## config.mk

```make
export PLATFORM = sky130hd
export DESIGN_NAME = tick_gen
export DESIGN_NICKNAME = d
export VERILOG_FILES = /design/src/rtl/taxi_pkg.sv /design/src/rtl/tick_stage.sv /design/src/rtl/tick_gen.sv
export SDC_FILE = /design/constraint.sdc
export NUM_CORES = 1
export LEC_CHECK = 0
export BUFFER_PORTS_ARGS = -buffer_cell sky130_fd_sc_hd__buf_2
export CORE_MARGIN = 1
export CORE_UTILIZATION = 55
export CTS_CLUSTER_DIAMETER = 50
export DETAILED_ROUTE_END_ITERATION = 12
export HOLD_SLACK_MARGIN = 0.05
export PLACE_DENSITY_LB_ADDON = 0.15
export SETUP_SLACK_MARGIN = 0.15
export SYNTH_ARGS = -nofsm -noshare
export SYNTH_HDL_FRONTEND = slang
export SYNTH_SLANG_ARGS = --single-unit
export TNS_END_PERCENT = 50
```

## constraint.sdc

```tcl
create_clock -name clk -period 2.25 [get_ports clk]
set_input_delay 0.5625 -clock clk [delete_from_list [all_inputs] [get_ports clk]]
set_output_delay 0.5625 -clock clk [all_outputs]
set_load 0.005 [all_outputs]
```

## src/rtl/taxi_pkg.sv

```systemverilog
// Shared taxi-meter definitions: FSM state encodings and default timing constants.
// Used by the tick generator and by the fare and display blocks.
package taxi_pkg;

  typedef enum logic [1:0] {
    ST_IDLE = 2'd0,
    ST_RUN  = 2'd1,
    ST_HOLD = 2'd2
  } tick_state_t;

  localparam logic [31:0] CLK_HZ      = 32'd50_000_000;
  localparam logic [31:0] SEC_PER_MIN = 32'd60;

endpackage

```

## src/rtl/tick_stage.sv

```systemverilog
// One divider stage of the cascaded tick generator: a modulo-DIV counter that
// advances on inc and emits a registered one-cycle pulse when it wraps.
module tick_stage #(
  parameter logic [31:0] DIV = 32'd2
) (
  input  logic clk,
  input  logic rst,
  input  logic clr,
  input  logic inc,
  output logic tick
);

  localparam int CNT_W = $clog2(DIV);

  logic [CNT_W-1:0] cnt_p0;
  logic             tick_p1;
  logic             wrap;

  // Compare at full 32-bit width so non-power-of-two ratios wrap exactly.
  assign wrap = (32'(cnt_p0) == (DIV - 32'd1));

  // p0: counter; p1: wrap pulse, one cycle after the terminal count
  always_ff @(posedge clk or posedge rst) begin
    if (rst) begin
      cnt_p0  <= '0;
      tick_p1 <= 1'b0;
    end else if (clr) begin
      cnt_p0  <= '0;
      tick_p1 <= 1'b0;
    end else if (inc) begin
      if (wrap) begin
        cnt_p0  <= '0;
        tick_p1 <= 1'b1;
      end else begin
        cnt_p0  <= cnt_p0 + CNT_W'(1);
        tick_p1 <= 1'b0;
      end
    end else begin
      tick_p1 <= 1'b0;
    end
  end

  assign tick = tick_p1;

endmodule

```

## src/rtl/tick_gen.sv

```systemverilog
// Cascaded tick generator with gating FSM and saturating elapsed counter for
// waiting-time billing. Define TICK_GEN_FAST_SIM_EN to shorten stage 0 to FAST_DIV0.
module tick_gen
  import taxi_pkg::*;
#(
  parameter int                   STAGES    = 2,
  parameter logic [32*STAGES-1:0] DIVS      = {SEC_PER_MIN, CLK_HZ},
  parameter int                   EL_W      = 8,
  parameter logic [31:0]          FAST_DIV0 = 32'd10
) (
  input  logic              clk,
  input  logic              rst,
  input  logic              en,
  input  logic              max,
  input  logic              clr,
  output logic [STAGES-1:0] tick,
  output logic [EL_W-1:0]   elapsed,
  output logic              elapsed_sat,
  output logic [1:0]        state
);

`ifdef TICK_GEN_FAST_SIM_EN
  localparam logic [31:0] DIV0 = FAST_DIV0;
`else
  localparam logic [31:0] DIV0 = DIVS[31:0];
`endif

  // Configuration sanity, caught at elaboration rather than as silent miscounting.
  if (STAGES < 1 || STAGES > 4) begin : g_bad_stages
    $fatal(1, "tick_gen: STAGES must be 1..4");
  end
  if (FAST_DIV0 < 32'd2) begin : g_bad_fast
    $fatal(1, "tick_gen: FAST_DIV0 must be >= 2");
  end
  for (genvar k = 0; k < STAGES; k++) begin : g_chk
    if (DIVS[32*k +: 32] < 32'd2) begin : g_bad_div
      $fatal(1, "tick_gen: every stage ratio must be >= 2");
    end
  end

  function automatic logic [EL_W-1:0] sat_inc(input logic [EL_W-1:0] v);
    return (v == {EL_W{1'b1}}) ? v : v + EL_W'(1);
  endfunction

  tick_state_t       state_p0;
  logic [EL_W-1:0]   elapsed_p0;
  logic [STAGES-1:0] tick_w;
  logic              run;

  assign run = (state_p0 == ST_RUN);

  // FSM: en gates everything; max parks in HOLD from either IDLE or RUN.
  always_ff @(posedge clk or posedge rst) begin
    if (rst) begin
      state_p0 <= ST_IDLE;
    end else begin
      case (state_p0)
        ST_IDLE: if (en) state_p0 <= max ? ST_HOLD : ST_RUN;
        ST_RUN: begin
          if (!en)     state_p0 <= ST_IDLE;
          else if (max) state_p0 <= ST_HOLD;
        end
        ST_HOLD: begin
          if (!en)      state_p0 <= ST_IDLE;
          else if (!max) state_p0 <= ST_RUN;
        end
        default: state_p0 <= ST_IDLE;
      endcase
    end
  end

  // Stage 0 counts RUN cycles; upper stages consume the lower pulse even outside RUN.
  for (genvar k = 0; k < STAGES; k++) begin : g_stage
    localparam logic [31:0] DIV_K = (k == 0) ? DIV0 : DIVS[32*k +: 32];
    logic inc_k;
    if (k == 0) begin : g_first
      assign inc_k = run;
    end else begin : g_next
      assign inc_k = tick_w[k-1];
    end
    tick_stage #(
      .DIV (DIV_K)
    ) u_stage (
      .clk  (clk),
      .rst  (rst),
      .clr  (clr),
      .inc  (inc_k),
      .tick (tick_w[k])
    );
  end

  // p0: elapsed count of top-stage ticks, saturating
  always_ff @(posedge clk or posedge rst) begin
    if (rst) begin
      elapsed_p0 <= '0;
    end else if (clr) begin
      elapsed_p0 <= '0;
    end else if (tick_w[STAGES-1]) begin
      elapsed_p0 <= sat_inc(elapsed_p0);
    end
  end

  assign tick        = tick_w;
  assign elapsed     = elapsed_p0;
  assign elapsed_sat = (elapsed_p0 == {EL_W{1'b1}});
  assign state       = state_p0;

endmodule

```

==> results.md <==
* Run status: finished clean
* Cell-internal power at 1.15 mW
* Number of antenna diodes at 0
* Fraction of layout instances using a drive strength above 1 at 0.207
* Library cell with the highest instance count after synthesis: sky130_fd_sc_hd__dfrtp_1
* Number of pins with negative max-slew slack in the final report at 0
* Synth-to-Final Area Change at 15.6%
* Max FO, Critical Path at 12
* Setup repair after global routing missed its margin: yes
* Number of antenna violations at the first check in global routing at 0
* Part of the total power dissipated in sequential elements at 0.537
* Cell type with the highest aggregate area in the netlist: sky130_fd_sc_hd__dfrtp_1
* Critical path launch point type: flop
* Final nets at 307
* Data arrival time of the worst path at 2270 ps
* HPWL after DPL at 3.77 mm
* Clock sink count at 44
* Number of distinct library cells after synthesis at 44
* Tot Pwr at 1.48 mW
* Flip-flop and latch count after synthesis at 44
* Final routed DRC violation total at 0
* Overflow left after global routing at 0
* Vias in the first global route at 1864
* Die width at 68.8 microns
* Relative contribution of the clock network to total power at 0.421
* Reg2Reg Setup Slack at 170 ps
* Final hold vios at 0
* Final period utilization at 0.923
* Top flip-flop cell by instance count after synthesis: sky130_fd_sc_hd__dfrtp_1
* Number of rows in the core area at 23
* Number of cells on the worst reg-to-reg path at 6
* Fraction of power spent switching nets at 0.229
* Number of hold-repair buffers added at the cts stage at 0
* YS warnings at 0
* Combinational power share at 0.042
* Net switching power figure at 339 uW
* Die Y-Extent at 68.8 microns
* Transition time of the tightest slew-check pin at 652 ps
* Synth top area share at 0.449
* DIE AREA at 4730 sq um
* Initial DRC count at 164
* Setup clock skew after layout at 8.78 ps
* Number of fill cells in the layout at 321
* Initial cell density of the core at 0.592
* # setup viols final at 0
* Number of buffers created by CTS at 5
* CP Data Required Time at 2450 ps
* Count of maximum capacitance violations at 0
* Synthesized instance count at 269
* Mean post-synth cell area at 9.12 sq um
* Total Routing Usage GR at 0.254
* Worst slew slack as a fraction of its limit at 0.565
* Critical setup path kind: flop to flop
* Final critical-path required period at 2080 ps
* Placer's final routability congestion estimate at 0.945
* Synth area leaders: sky130_fd_sc_hd__dfrtp_1, sky130_fd_sc_hd__nor2_1, sky130_fd_sc_hd__xnor2_1
* Later-pin clock latency in the skew report at 310 ps
* Maximum level of the CTS H-tree at 2
* Number of flops mapped to enable cells by yosys at 0
* Highest attainable clock frequency at 482 MHz
* Syn nets at 277
* Clock-pin slew on the worst setup and hold paths at 90 ps
* Pwr/cell area at 524 nW/um^2
* Number of vias in the routed layout at 2063
* Core region area at 4140 sq um
* CTS max path bufs at 2
* Buffers added on ports at 17
* Ratio of routed vias to standard cells at 5.89
* Largest net degree at the start of global routing at 37
* Iteration count of the initial detailed-routing pass at 4
* Post-route ant nets at 0
* Detailed-route wire length per cell at 15.5 microns
* TritonCTS clock tree: built
* Summed negative setup slack over all endpoints at 0 ps
* Cell Area, Synth at 2450 sq um
* Top Ports at 18
* Cell chosen for the clock root: sky130_fd_sc_hd__clkbuf_8
* CP Capture Type: flop
* Routed wire length at 5.42 mm
* Fraction of the yosys area taken by sequential cells at 0.449
* Commonest cells in the synthesized netlist: sky130_fd_sc_hd__dfrtp_1, sky130_fd_sc_hd__nor2_1, sky130_fd_sc_hd__nand2_1
* HP Class: input pin to asynchronous set/reset pin
* Fraction of synthesis flops using an asynchronous set or reset pin at 1.00
* Largest vdd supply drop at 0.453 mV
* Leakage at 1.14 nW
* First-pass GRT wire length at 8.69 mm
-- registers in the layout, summed over array words and instances, names as in the netlist --
| register | flops |
|---|---|
| g_stage.u_stage.tick | 2 |
| g_stage.u_stage.cnt_p0 | 32 |
| elapsed | 8 |
| state | 2 |
-- metal layers --
metal | wire, microns | global-route usage
met5 | 0 | 0
met2 | 2560 | 0.398
met1 | 2510 | 0.354
met3 | 304 | 0.0510
met4 | 45 | 0.0791
-- final timing paths --
kind | from | endpoint
hold reg to reg | g_stage[0].u_stage.cnt_p0[1]$_DFFE_PP0P_ | g_stage[0].u_stage.cnt_p0[1]$_DFFE_PP0P_
setup / recovery | g_stage[0].u_stage.cnt_p0[8]$_DFFE_PP0P_ | g_stage[0].u_stage.cnt_p0[10]$_DFFE_PP0P_
min in group clk | max | state[0]$_DFFE_PP0P_
max in group asynchronous | rst | g_stage[0].u_stage.cnt_p0[12]$_DFFE_PP0P_
setup reg to reg | g_stage[0].u_stage.cnt_p0[8]$_DFFE_PP0P_ | g_stage[0].u_stage.cnt_p0[10]$_DFFE_PP0P_
hold / removal | rst | elapsed[4]$_DFFE_PP0P_
-- worst max-delay path, cell delays in order, from the launching register on --
cell and delay, ps:
sky130_fd_sc_hd__dfrtp_1 430, sky130_fd_sc_hd__or4_1 580, sky130_fd_sc_hd__nor4_4 360, sky130_fd_sc_hd__nand3_4 180, sky130_fd_sc_hd__o21bai_2 170, sky130_fd_sc_hd__buf_6 180
sky130_fd_sc_hd__nor2_1 60
-- through the flow --
stage	cells	area [sq um]	util	hold slack (ps)	setup slack, ps
3_3_place_gp	338	2660	0.641	527	198
2_1_floorplan	269	2450	-	512	227
4_1_cts	346	2780	0.671	233	174
5_1_grt	350	2840	0.684	262	101
3_5_place_dp	338	2660	0.641	537	139
6_report	350	2840	0.684	227	174
-- cell usage in the layout (no fill, tap or decap), drive strengths merged, types with 6 or more instances in the layout --
cell type  synthesis  layout
dfrtp             44      44
nor2              38      38
buf                4      37
nand2             23      23
nor3              17      17
xnor2             15      15
a21oi             12      12
inv               12      12
nor4              12      12
nand3             11      11
nand4              9       9
xor2               7       7
nand2b             6       6
-- cell type report --
class                           count  area (sq um)  area share
Multi-Input combinational cell    199          1270       0.447
Sequential cell                    44          1110       0.391
Timing Repair Buffer               37           239      0.0843
Clock buffer                        5          68.8      0.0243
Tap cell                           50          62.6      0.0221
Clock inverter                      3          46.3      0.0163
Inverter                           12          45.0      0.0159
-- logic make-up (layout without fill, tap and decap cells) --
group,Yosys count,after routing,synth area share
fa+ha+maj,3,3,0.0153
flops,44,44,0.449
compound gates,31,31,0.0847
simple gates,138,138,0.308
xor+xnor,22,22,0.0785
mux,5,5,0.0204
buf+inv,26,57,0.0449
-- power by group through the flow --
stage | clock (mW) | combinational, mW | sequential, mW
global route | 0.670 | 0.0710 | 0.798
floorplan | 0 | 0.0397 | 0.812
global placement | 0 | 0.0623 | 0.812
CTS | 0.637 | 0.0632 | 0.797
finish | 0.625 | 0.0620 | 0.797
detailed placement | 0 | 0.0625 | 0.813
-- timing repair --
item                                    in CTS  in global routing
endpoints found under the setup margin      12                 15
resized for setup                            1                  9
pin swaps                                    1                  2
endpoints found under the hold margin        0                  0
cloned                                       0                  0
buffers inserted                             0                  4
(Power assumes the default switching activity.)
